### src/rtl/id_ex_stage.sv
// ---------------------------------------------------------------------------
// id_ex_stage : ID->EX register with forwarding, 2-bit ALU decode, backpressure
// Rev 1.0
// ---------------------------------------------------------------------------
`default_nettype none

module id_ex_stage #(
  parameter int DATA_W = 32,
  parameter int REG_AW = 5
) (
  input  logic              clk,
  input  logic              rst_n,
  input  logic              flush,
  input  logic              in_valid,
  output logic              in_ready,
  input  logic [5:0]        opcode,
  input  logic [5:0]        funct,
  input  logic [4:0]        shamt,
  input  logic [15:0]       imm16,
  input  logic [REG_AW-1:0] rs_idx,
  input  logic [REG_AW-1:0] rt_idx,
  input  logic [REG_AW-1:0] rd_idx,
  input  logic [DATA_W-1:0] rs_data,
  input  logic [DATA_W-1:0] rt_data,
  input  logic              fwd1_we,
  input  logic [REG_AW-1:0] fwd1_rd,
  input  logic [DATA_W-1:0] fwd1_data,
  input  logic              fwd2_we,
  input  logic [REG_AW-1:0] fwd2_rd,
  input  logic [DATA_W-1:0] fwd2_data,
  output logic              out_valid,
  input  logic              out_ready,
  output logic [1:0]        ALUCtl_2,
  output logic [DATA_W-1:0] alu_a,
  output logic [DATA_W-1:0] alu_b,
  output logic [DATA_W-1:0] store_data,
  output logic [REG_AW-1:0] dst_idx,
  output logic              reg_we,
  output logic              mem_rd,
  output logic              mem_wr,
  output logic              illegal
);

  localparam logic [5:0] OP_RTYPE = 6'h00;
  localparam logic [5:0] OP_ADDI  = 6'h08;
  localparam logic [5:0] OP_LW    = 6'h23;
  localparam logic [5:0] OP_SW    = 6'h2B;
  localparam logic [5:0] OP_BEQ   = 6'h04;
  localparam logic [5:0] FN_ADD   = 6'h20;
  localparam logic [5:0] FN_SUB   = 6'h22;
  localparam logic [5:0] FN_SLL   = 6'h00;
  localparam logic [5:0] FN_SRA   = 6'h03;

  logic [DATA_W-1:0] val_rs, val_rt, sext, zsh;
  logic [DATA_W-1:0] d_a, d_b;
  logic [REG_AW-1:0] d_dst;
  logic [1:0]        d_ctl;
  logic              d_we, d_mrd, d_mwr, d_ill;

  assign in_ready = !out_valid || out_ready;
  assign sext     = {{(DATA_W-16){imm16[15]}}, imm16};
  assign zsh      = {{(DATA_W-5){1'b0}}, shamt};

  // EX/MEM is younger than MEM/WB, so it wins when both target the same register
  always_comb begin
    val_rs = rs_data;
    if (rs_idx == '0)                          val_rs = '0;
    else if (fwd1_we && (fwd1_rd == rs_idx))   val_rs = fwd1_data;
    else if (fwd2_we && (fwd2_rd == rs_idx))   val_rs = fwd2_data;

    val_rt = rt_data;
    if (rt_idx == '0)                          val_rt = '0;
    else if (fwd1_we && (fwd1_rd == rt_idx))   val_rt = fwd1_data;
    else if (fwd2_we && (fwd2_rd == rt_idx))   val_rt = fwd2_data;
  end

  always_comb begin
    d_ctl = 2'd0;
    d_a   = val_rs;
    d_b   = val_rt;
    d_dst = '0;
    d_we  = 1'b0;
    d_mrd = 1'b0;
    d_mwr = 1'b0;
    d_ill = 1'b0;
    case (opcode)
      OP_RTYPE: begin
        d_dst = rd_idx;
        d_we  = 1'b1;
        case (funct)
          FN_ADD: d_ctl = 2'd0;
          FN_SUB: d_ctl = 2'd1;
          FN_SLL: begin d_ctl = 2'd2; d_a = val_rt; d_b = zsh; end
          FN_SRA: begin d_ctl = 2'd3; d_a = val_rt; d_b = zsh; end
          default: begin d_ill = 1'b1; d_we = 1'b0; d_dst = '0; end
        endcase
      end
      OP_ADDI: begin d_b = sext; d_dst = rt_idx; d_we = 1'b1; end
      OP_LW:   begin d_b = sext; d_dst = rt_idx; d_we = 1'b1; d_mrd = 1'b1; end
      OP_SW:   begin d_b = sext; d_mwr = 1'b1; end
      OP_BEQ:  d_ctl = 2'd1;
      default: d_ill = 1'b1;
    endcase
    if (d_dst == '0) d_we = 1'b0;
  end

  always_ff @(posedge clk) begin
    if (!rst_n) begin
      out_valid  <= 1'b0;
      ALUCtl_2   <= 2'd0;
      alu_a      <= '0;
      alu_b      <= '0;
      store_data <= '0;
      dst_idx    <= '0;
      reg_we     <= 1'b0;
      mem_rd     <= 1'b0;
      mem_wr     <= 1'b0;
      illegal    <= 1'b0;
    end else if (flush) begin
      // operand registers are left as-is; only the side-effecting controls die
      out_valid <= 1'b0;
      reg_we    <= 1'b0;
      mem_rd    <= 1'b0;
      mem_wr    <= 1'b0;
      illegal   <= 1'b0;
    end else if (in_ready) begin
      if (in_valid) begin
        out_valid  <= 1'b1;
        ALUCtl_2   <= d_ctl;
        alu_a      <= d_a;
        alu_b      <= d_b;
        store_data <= val_rt;
        dst_idx    <= d_dst;
        reg_we     <= d_we;
        mem_rd     <= d_mrd;
        mem_wr     <= d_mwr;
        illegal    <= d_ill;
      end else begin
        out_valid <= 1'b0;
      end
    end
  end

endmodule

`default_nettype wire

### config.mk
export PLATFORM = sky130hd
export DESIGN_NAME = id_ex_stage
export DESIGN_NICKNAME = d
export VERILOG_FILES = /design/src/rtl/id_ex_stage.sv
export SDC_FILE = /design/constraint.sdc
export NUM_CORES = 1
export LEC_CHECK = 0
export CORE_UTILIZATION = 30
export CTS_BUF_LIST = sky130_fd_sc_hd__clkbuf_2
export DETAILED_ROUTE_END_ITERATION = 16
export GPL_TIMING_DRIVEN = 0
export HOLD_SLACK_MARGIN = 0.12
export MAX_ROUTING_LAYER = met4
export PLACE_DENSITY = 0.68
export SLEW_MARGIN = 20
export SYNTH_ARGS = -nofsm -noshare
export SYNTH_HDL_FRONTEND = slang
export SYNTH_SLANG_ARGS = --single-unit
### constraint.sdc
create_clock -name clk -period 3.1 [get_ports clk]
set_clock_uncertainty 0.2 [all_clocks]
set_input_delay 0.62 -clock clk [delete_from_list [all_inputs] [get_ports clk]]
set_output_delay 0.62 -clock clk [all_outputs]
set_load 0.005 [all_outputs]
# Yosys cells after proc, flatten, opt, wreduce, memory -nomap -nowiden
# Index checks and enable logic that the tools add are counted.
[word_totals]
n_memories = 0
register_bits = 108
output_inout_bits = 109
latchBits = 0
word_cells = 64
rom_bits = 0
in_bits = 193
ram_bits = 0
[op_classes]
n_mul = 0
addsub = 0
reduce_logical = 19
magnitude_cmp = 0
n_shift = 0
bitwise = 2
n_eq_ne = 11
n_div = 0
mux = 22
[op_table]
columns = ["operator", "count"]
rows = [
  ["$mux 32", 9],
  ["$pmux 32 s2", 1],
  ["$eq 6x6->1 const B", 4],
  ["$eq 5x5->1", 4],
  ["$logic_not 5->1", 3],
  ["$logic_not 6->1", 2],
  ["$pmux 5 s2", 1],
  ["$reduce_or 4->1", 2],
  ["$eq 6x2->1 const B", 1],
  ["$eq 6x3->1 const B", 1],
  ["$eq 6x4->1 const B", 1],
  ["$mux 1", 6],
  ["$pmux 2 s3", 1],
  ["$reduce_or 2->1", 3],
  ["$mux 5", 1],
  ["$logic_and 1x1->1", 4],
  ["$pmux 1 s2", 2],
  ["$pmux 2 s2", 1],
  ["$reduce_and 3->1", 1],
  ["$reduce_or 3->1", 1],
  ["$not 1->1", 2],
  ["$reduce_and 2->1", 1],
  ["$logic_not 1->1", 1],
  ["$logic_or 1x1->1", 1],
]

# Depth between registers and ports, before layout
# Gate-level depths: netlist of the first run.
[logic_depth]
depth_word = 7
mapped_depth = 9

# Worst setup path before layout of the first run
# No wires, ideal clock.
[synth_path]
path_kind = "input port to flip-flop"
startpoint = "input opcode[1]"
endpoint = "register alu_b[19]"
stages = 8
path_buffers = 2
arrival_ps = 2517
path_slack_ps = 266
setup_ps = 117
cell_sequence = "or4_4 -> or3_4 -> nor3_4 -> nor3_2 -> and2_1 -> buf_6 -> buf_6 -> a22o_1"
[synth_via]
elab_chain_len = 3
[synth_lines]
columns = ["element", "line_no", "rtl"]
rows = [
  ["start, declared", "16", "input logic [5:0] opcode,"],
  ["$eq 6x6->1 or $eq 6x4->1 (tied branches)", "86", "case (opcode)"],
  ["$reduce_or 3->1 (no line)", "-", ""],
  ["$pmux 32 s2 (*)", "86", ""],
  ["end signal, assigned", "112", "alu_b <= '0;"],
  ["end signal, assigned", "131", "alu_b <= d_b;"],
  ["end, declared", "35", "output logic [DATA_W-1:0] alu_b,"],
]
# Every way passes the cells marked *; elsewhere a longest branch is shown, timed or not.
# A chain may end at the register's enable or synchronous reset.

# Worst setup path in the final report of the first run
[layout_path]
startpoint = "input rt_idx[0]"
endpoint = "register alu_a[28]"
[layout_via]
elab_chain_len = 7
[layout_lines]
columns = ["element", "line_no", "rtl"]
rows = [
  ["start, declared", "21", "input logic [REG_AW-1:0] rt_idx,"],
  ["$eq 5x5->1", "74", "else if (fwd2_we && (fwd2_rd == rt_idx)) val_rt = fwd2_data;"],
  ["$logic_and 1x1->1", "74", ""],
  ["$mux 32", "74", ""],
  ["$mux 32", "73", "else if (fwd1_we && (fwd1_rd == rt_idx)) val_rt = fwd1_data;"],
  ["$mux 32 (*)", "72", "if (rt_idx == '0) val_rt = '0;"],
  ["$mux 32 (*)", "90", "case (funct)"],
  ["$mux 32 (*)", "86", ""],
  ["end signal, assigned", "111", "alu_a <= '0;"],
  ["end signal, assigned", "130", "alu_a <= d_a;"],
  ["end, declared", "34", "output logic [DATA_W-1:0] alu_a,"],
]
# Marks and branches as above.

==> results of run 1 <==
-- sequential cells by signal (all words and copies together), names as in the netlist --
signal and count:
reg_we 1, mem_wr 1, mem_rd 1, store_data 32, dst_idx 5, out_valid 1
alu_b 32, alu_a 32, illegal 1, ALUCtl_2 2
-- layout make-up --
class                           instances  area, um2
Multi-Input combinational cell        565       3530
Fill cell                            2020      10200
Sequential cell                       108       2160
Buffer                                 73        337
Inverter                               33        124
Tap cell                              265        332
Antenna cell                            2       5.00
Clock buffer                           11       55.1
Timing Repair Buffer                  300       3000
Clock inverter                          5       46.3
-- placed cells by master (no fill, tap or decap), types with 13 or more instances in the layout --
cell             netlist  layout
a22o_1                26      26
a311oi_1              27      27
inv_1                 33      33
clkbuf_1              55      52
xor2_1                13      13
nand2_1              125     125
clkdlybuf4s50_1        0     300
a21boi_0              26      26
a21o_1                18      18
dfxtp_1              108     108
nor2b_1               14      14
a221o_1               27      27
nor2_1                59      59
o211ai_1              47      47
nand3_1               19      19
o21ai_0               40      40
clkbuf_2               0      16
o21a_1                18      18
-- logic make-up after synthesis --
kind of cell              Yosys count  share of synthesized area [%]
xor gates and xnor gates           23                           3.28
AOI/OAI and AO/OA                 277                           34.7
and+or+nand+nor                   265                           19.5
DFF                               108                           35.2
buffers and inverters             106                           7.37
-- layer usage --
layer | up-vias | GRT usage (%) | wire [um]
li1 | 3477 | - | -
met1 | 3534 | 34.1 | 12300
met2 | 359 | 45.0 | 13600
met3 | 48 | 5.72 | 2190
met4 | 0 | 10.2 | 763
met5 | - | - | 0
-- power by group --
part	total, mW	internal, mW	switching (mW)
Combinational	0.870	0.488	0.381
Sequential	1.51	1.47	0.0433
Clock	0.668	0.126	0.542
Total	3.05	2.08	0.967
-- what timing repair did --
item	CTS	global route
hold buffers	0	0
setup endpoints to repair	1	19
gates resized for setup	1	9
-- stage by stage --
| step | setup slack [ns] | utilization, % | power, mW | setup TNS [ns] |
|---|---|---|---|---|
| 3_5_place_dp | -0.715 | 47.9 | 2.40 | -51.01 |
| 5_1_grt | -0.0313 | 48.5 | 3.19 | -0.0313 |
| 2_1_floorplan | 0.266 | - | 1.84 | 0 |
| 4_1_cts | 0.0172 | 48.4 | 3.07 | 0 |
| 6_report | 0.0685 | 48.5 | 3.05 | 0 |
| 3_3_place_gp | -0.711 | 47.9 | 2.39 | -49.43 |
-- how the worst min path moves through the flow --
stage                         to  startpoint  slack (ns)  cells past startpoint
after floorplan           mem_wr      mem_wr        0.25                      2
after global placement    mem_wr      mem_wr        0.24                      2
after detailed placement  mem_wr      mem_wr        0.25                      2
after CTS                 mem_wr      mem_wr        0.27                      2
after global routing      mem_wr      mem_wr        0.29                      2
final                     mem_wr      mem_wr        0.27                      2
-- worst max-delay path, stage by stage --
cell and delay [ns]:
clkdlybuf4s50_1 0.61, xor2_1 0.18, nor4_1 0.09, nand3_1 0.11, clkbuf_1 0.48, buf_1 0.53, o211ai_1 0.24, o21a_1 0.20
a221o_1 0.32
==> results.ini, run 1 <==
[cts]
numCtsBuffers = 9
clk_pin_slew_ns = 0.35
cts_tree = yes
clock_latency_ns = 0.66
cts_root_buf = clkbuf_2
post_cts.repair.setup_buffers = 0
htreeDepth = 3
cts.path.max_buffers = 2
clock-sinks = 108

[detailed_routing]
num_vias = 7418
drt-vias-per-instance = 5.45
wire_per_inst_um = 21.2
ant_nets = 0
finalWirelength_um = 28900
dr.pass1.iters = 5
drc_errors = 0
first_iter_violations = 440

[timing]
clock.fmax_ghz = 0.330
hold_viol = 0
hold_ws_ns = 0.271
rsz0062_at_grt = true
setup_viol = 0
tightest_slew_ns = 0.729
final_max_slew_viol_count = 0
timing.final.crit_share_pct = 97.8
slew-limit-headroom_pct = 51.4
period_needed_ns = 3.03

[grt]
grt_pass1_vias = 7307
grt_overflow = 0
antenna_found_initial = 2
grt_max_degree = 19
grt_pass1_wl_um = 43500
gr-usage-all-layers_pct = 27.8

[synth]
synth_edf_count = 0
synth_ff_type = dfxtp_1
synth_area_leader_cell = dfxtp_1
synth_cell_type_count = 43
synth_seq_cells = 108
syn_area_um2 = 6140
synth_commonest_cells = nand2_1, dfxtp_1, nor2_1
synth_top_area_share_pct = 35.2
synth-async-reset-ratio_pct = 0
synth.most_common_cell = nand2_1
syn_inst = 779
synth_area_leaders = dfxtp_1, nand2_1, o211ai_1
yosysWarnings = 0
synth_nets = 972
seq_area_frac_synth_pct = 35.2
avgSynthCellArea_um2 = 7.88

[worst_setup_path]
cp.arrival_ns = 3.39
reg2reg_depth = 9
r2r_end = store_data[29]
crit_start = rt_idx[0]
r2r_setup_slack_ns = 0.32
critPathKind = input port to register
path_max_fanout = 10
critPathCapture = alu_a[28]
worstSetupStartpointType = input port
r2r_start = out_valid
endpoint_kind = register
cp.required_ns = 3.46

[die]
std_cell_rows = 51
ios = 302
die_w_um = 145
die_h_um = 145
initial_utilization_pct = 31.0
die_area_um2 = 21000
core_area_um2 = 19800

[power]
power_density_nw_per_um2 = 318
p_leak_nw = 3.71
irDropWorstVdd_mv = 0.267

[status]
status = finished clean

[placement]
dp_hpwl_um = 21800
placed_area_um2 = 9480
dpl.cell_count = 1344
port_buffers = 300
gp_congestion = 0.852

[worst_hold_path]
hp-class = register to register

[cells_and_area]
layout-drive-gt1-share_pct = 3.84
area_delta_synth_final_pct = 56.2
layout.cells.non_filler = 1362
fin_area_um2 = 9600
fin_nets = 1283

[job]
maxCapViolations = 0

(Power assumes the default switching activity.)
==> run 2, diff against run 1 <==
- CORE_MARGIN: not set -> 4
- CTS_CLUSTER_DIAMETER: not set -> 120
==> run 2 against run 1 <==
  * Die area up 8.4%
  * Non-clock buffer count grew 2
  * Global-route usage down 2.0 points
  * Clock-buffer cell count is 2 lower
  * Sequential share of layout area down 0.14 points
  * Sequential cell count unchanged
  * Final area increased by 0.64%
  * Via count decreased by 1.9%
  * Fmax is 1.7% higher
  * Combinational power increased by 0.5%
  * Critical endpoint is now alu_a[16]
  * Largest cell class unchanged
  * Largest power group unchanged
  * Highest routed layer unchanged
==> results.ini, run 2 (synthesis gave the netlist of run 1 again) <==
[detailed_routing]
num_vias = 7280
drc_errors = 0
first_iter_violations = 481
drt-vias-per-instance = 5.32
finalWirelength_um = 29800
dr.pass1.iters = 5
wire_per_inst_um = 21.8
ant_nets = 0

[timing]
timing.final.crit_share_pct = 96.2
tightest_slew_ns = 0.773
final_max_slew_viol_count = 0
clock.fmax_ghz = 0.335
hold_viol = 0
period_needed_ns = 2.98
rsz0062_at_grt = false
slew-limit-headroom_pct = 48.5
setup_viol = 0

[worst_setup_path]
crit_path_top_delay_cell = clkdlybuf4s50_1
worstSetupStartpointType = input port
crit_chain = clkdlybuf4s50_1 > xor2_1 > nor4_1 > nand3_1 > clkbuf_1 > buf_1 > o211ai_1 > o21a_1 > a221o_1
endpoint_kind = register
critPathKind = input port to register
cp_top_family = buffers and inverters
path_max_fanout = 10
cp_slowest_stage_delay_ns = 0.61
cp.buffers_inverters = 3
cp.required_ns = 3.50
cp.arrival_ns = 3.38

[cts]
clk_pin_slew_ns = 0.34
hold_buffers = 0
clock-sinks = 108
cts.path.max_buffers = 2
cts_root_buf = clkbuf_2
cts_tree = yes
numCtsBuffers = 9
htreeDepth = 3
clock_latency_ns = 0.65

[power]
power_density_nw_per_um2 = 335
irDropWorstVdd_mv = 0.202
p_leak_nw = 3.73

[placement]
port_buffers = 300
dp_hpwl_um = 22600
dpl.cell_count = 1349
gp_congestion = 0.879
placed_area_um2 = 9480

[die]
ios = 302
die_area_um2 = 22800
std_cell_rows = 52
initial_utilization_pct = 30.5
core_area_um2 = 20200
die_h_um = 151
die_w_um = 151

[grt]
gr-usage-all-layers_pct = 25.8
grt_pass1_vias = 7433
antenna_found_initial = 1
grt_overflow = 0
grt_max_degree = 20
grt_pass1_wl_um = 43300

[cells_and_area]
biggestRegsByFlops = alu_a x32, alu_b x32, store_data x32
layout_common_cells = clkdlybuf4s50_1, nand2_1, dfxtp_1
fin_area_um2 = 9660
layout_commonest_cell = clkdlybuf4s50_1
fillers = 2040
fin_nets = 1285
area_delta_synth_final_pct = 57.2
layout-drive-gt1-share_pct = 3.83
layout.cells.non_filler = 1368

[status]
status = finished clean

[job]
maxCapViolations = 0

[worst_hold_path]
hp-class = register to register

## run 2: worst paths after layout
check / startpoint / end / slack [ns] / cells past startpoint
setup / recovery: rt_idx[0] / alu_a[16] / 0.12 / 9
hold / removal: store_data[17] / store_data[17] / 0.28 / 2
setup reg to reg: out_valid / alu_b[11] / 0.30 / 9
hold reg to reg: store_data[17] / store_data[17] / 0.28 / 2
## run 2: layout make-up
cell class / instances / area (um2) / share of cell area, %
multi-input combinational: 565 / 3530 / 36.5
timing repair buffer: 302 / 3020 / 31.3
sequential: 108 / 2160 / 22.4
tap: 270 / 338 / 3.50
buffer: 73 / 335 / 3.47
inverter: 33 / 124 / 1.28
clock inverter: 7 / 105 / 1.09
clock buffer: 9 / 45.0 / 0.466
antenna: 1 / 2.50 / 0.0259
## run 2: metrics by stage
stage               TNS, ns  total power, mW  hold WS [ns]  utilization (%)  setup slack [ns]
global placement     -53.48             2.39         0.247             47.0            -0.673
finish                    0             3.23         0.283             47.9             0.118
global route              0             3.38         0.289             47.9            0.0114
floorplan                 0             1.84         0.248                -             0.266
detailed placement   -55.29             2.40         0.257             47.0            -0.708
CTS                       0             3.25         0.283             47.8            0.0220
## run 2: power breakdown
| part | total [mW] | switching, mW | internal (mW) |
|---|---|---|---|
| logic | 0.874 | 0.385 | 0.489 |
| registers | 1.51 | 0.0417 | 1.47 |
| clock network | 0.847 | 0.565 | 0.282 |
| total | 3.23 | 0.992 | 2.24 |
## run 2: what timing repair did
action / in CTS / in global routing
setup buffers: 0 / 2
setup endpoints to repair: 1 / 21
pin swaps: 0 / 1
resized for setup: 1 / 6
## run 2: per-layer routing
metal | part of all wire [%] | global-route usage, % | vias up | wire length [um]
met4 | 2.1 | 7.16 | 0 | 625
met1 | 44 | 32.8 | 3444 | 13000
met2 | 47 | 42.1 | 316 | 14000
li1 | - | - | 3484 | -
met3 | 7.2 | 5.03 | 36 | 2160
met5 | 0 | - | - | 0
## run 2: worst reg2reg max path: cells and delay by family (launching register included)
family | cells | cell delay (ns)
compound gates | 2 | 0.29
simple gates | 4 | 0.75
buf+inv | 3 | 1.13
flops | 1 | 0.41
==> run 3, diff against run 2 <==
- CORE_ASPECT_RATIO: not set -> 1.2
==> run 3 against run 2 <==
  * Final cell count is 0.22% lower
  * Clock-buffer cell count stayed put
  * Utilization is 0.076 points lower
  * Sequential cell count stayed put
  * Via count is 0.77% higher
  * Wire length is 0.36% lower
  * Register-to-register slack worse by 0.02 ns
  * Clock power is 13% lower
  * Critical path type unchanged
==> results.ini, run 3 (synthesis gave the netlist of run 1 again) <==
[cells_and_area]
area_delta_synth_final_pct = 57.1
final_util_pct = 47.8
layout.cells.non_filler = 1365
layout_commonest_cell = clkdlybuf4s50_1
fin_nets = 1287
fillers = 2015
layout_common_cells = clkdlybuf4s50_1, nand2_1, dfxtp_1
layout-drive-gt1-share_pct = 4.10
biggestRegsByFlops = alu_a x32, alu_b x32, store_data x32

[job]
maxCapViolations = 0

[grt]
antenna_found_initial = 2
grt_overflow = 0
grt_max_degree = 19
grt_pass1_vias = 7273
grt_pass1_wl_um = 43100
gr-usage-all-layers_pct = 25.2

[worst_setup_path]
critPathKind = input port to register
r2r_setup_slack_ns = 0.28
endpoint_kind = register
r2r_start = out_valid
crit_path_top_delay_cell = clkdlybuf4s50_1
cp.arrival_ns = 3.35
cp_slowest_stage_delay_ns = 0.61
crit_chain = clkdlybuf4s50_1 > xor2_1 > nor4_1 > nand3_1 > clkbuf_1 > buf_1 > o211ai_1 > o21a_1 > a221o_1
reg2reg_depth = 8
cp.required_ns = 3.45
worstSetupStartpointType = input port
path_max_fanout = 10
r2r_end = store_data[7]

[placement]
port_buffers = 300
gp_congestion = 0.871
dp_hpwl_um = 22700
dpl.cell_count = 1344
pre_cts_slack_ns = -0.692

[cts]
cts.path.max_buffers = 2
htreeDepth = 3
numCtsBuffers = 9
cts_root_buf = clkbuf_2
clock-sinks = 108
clock_latency_ns = 0.60
cts_tree = yes
clk_pin_slew_ns = 0.36

[detailed_routing]
dr.pass1.iters = 5
finalWirelength_um = 29700
first_iter_violations = 479
wire_per_inst_um = 21.7
drt-vias-per-instance = 5.37
drc_errors = 0
ant_nets = 0
num_vias = 7336

[timing]
tightest_slew_ns = 0.724
hold_ws_ns = 0.279
clock.fmax_ghz = 0.333
hold_viol = 0
setup_viol = 0
timing.final.crit_share_pct = 96.9
slew-limit-headroom_pct = 51.7
rsz0062_at_grt = false
final_max_slew_viol_count = 0
timing.final.ws_setup_ns = 0.0955
period_needed_ns = 3.00

[die]
die_h_um = 165
initial_utilization_pct = 30.4
die_area_um2 = 22800
core_area_um2 = 20200
std_cell_rows = 57
ios = 302
die_w_um = 139

[worst_hold_path]
min_to = store_data[8]
min_delay_path_depth = 2
hp-class = register to register
holdCritStartpoint = store_data[8]

[power]
power_density_nw_per_um2 = 324
clock_power_share_pct = 23.6
irDropWorstVdd_mv = 0.151
combPwrFrac_pct = 28.0
seqPwrFrac_pct = 48.4
p_int_mw = 2.15
p_leak_nw = 3.73
p_sw_uw = 971
switching_share_pct = 31.1

[status]
status = finished clean

## run 3: power by group through the flow
stage / logic, mW / registers, mW / clock network, mW
after detailed placement: 0.867 / 1.53 / 0
after floorplan: 0.305 / 1.53 / 0
after global placement: 0.862 / 1.53 / 0
after CTS: 0.871 / 1.51 / 0.756
final: 0.875 / 1.51 / 0.739
after global routing: 0.935 / 1.52 / 0.795
## run 3: worst max-delay path: cells and delay by family
family	cells	cell delay (ns)
buffers and inverters	3	1.61
xor gates and xnor gates	1	0.19
AOI/OAI and AO/OA	3	0.74
and+or+nand+nor	2	0.19
## run 3: how the worst max path moves through the flow
stage	from	cells after the start	end	slack [ns]
after global routing	rt_idx[0]	9	store_data[24]	0.007
after CTS	rt_idx[0]	9	store_data[30]	0.02
final	rt_idx[0]	9	alu_a[15]	0.1
after detailed placement	rt_idx[0]	9	store_data[30]	-0.69
after global placement	rt_idx[1]	9	alu_a[25]	-0.69
after floorplan	opcode[1]	8	alu_b[19]	0.27
## run 3: final cells by class
type / count / area (um2) / share of cell area [%]
Timing Repair Buffer: 304 / 3030 / 31.4
Tap cell: 265 / 332 / 3.44
Buffer: 73 / 335 / 3.48
Inverter: 33 / 124 / 1.28
Multi-Input combinational cell: 565 / 3540 / 36.7
Antenna cell: 2 / 5.00 / 0.0519
Sequential cell: 108 / 2160 / 22.4
Clock buffer: 9 / 45.0 / 0.467
Clock inverter: 6 / 75.1 / 0.778
## run 3: layer usage
metal | GRT usage [%] | routed length [um] | part of all wire (%)
met5 | - | 0 | 0
met4 | 10.6 | 1070 | 3.6
met2 | 42.7 | 14400 | 49
met3 | 4.75 | 1970 | 6.6
met1 | 29.7 | 12200 | 41
## run 3: what timing repair did
action                                  4_1_cts  5_1_grt
buffers inserted                              0        4
gates resized for setup                       0       10
hold buffers                                  0        0
endpoints found under the setup margin        0       25
## run 3: per-stage QoR
stage | TNS (ns) | cell area [um2] | power [mW]
floorplan | 0 | 6140 | 1.84
global placement | -51.15 | 9480 | 2.40
detailed placement | -52.95 | 9480 | 2.40
CTS | 0 | 9600 | 3.14
global route | 0 | 9650 | 3.25
finish | 0 | 9650 | 3.13
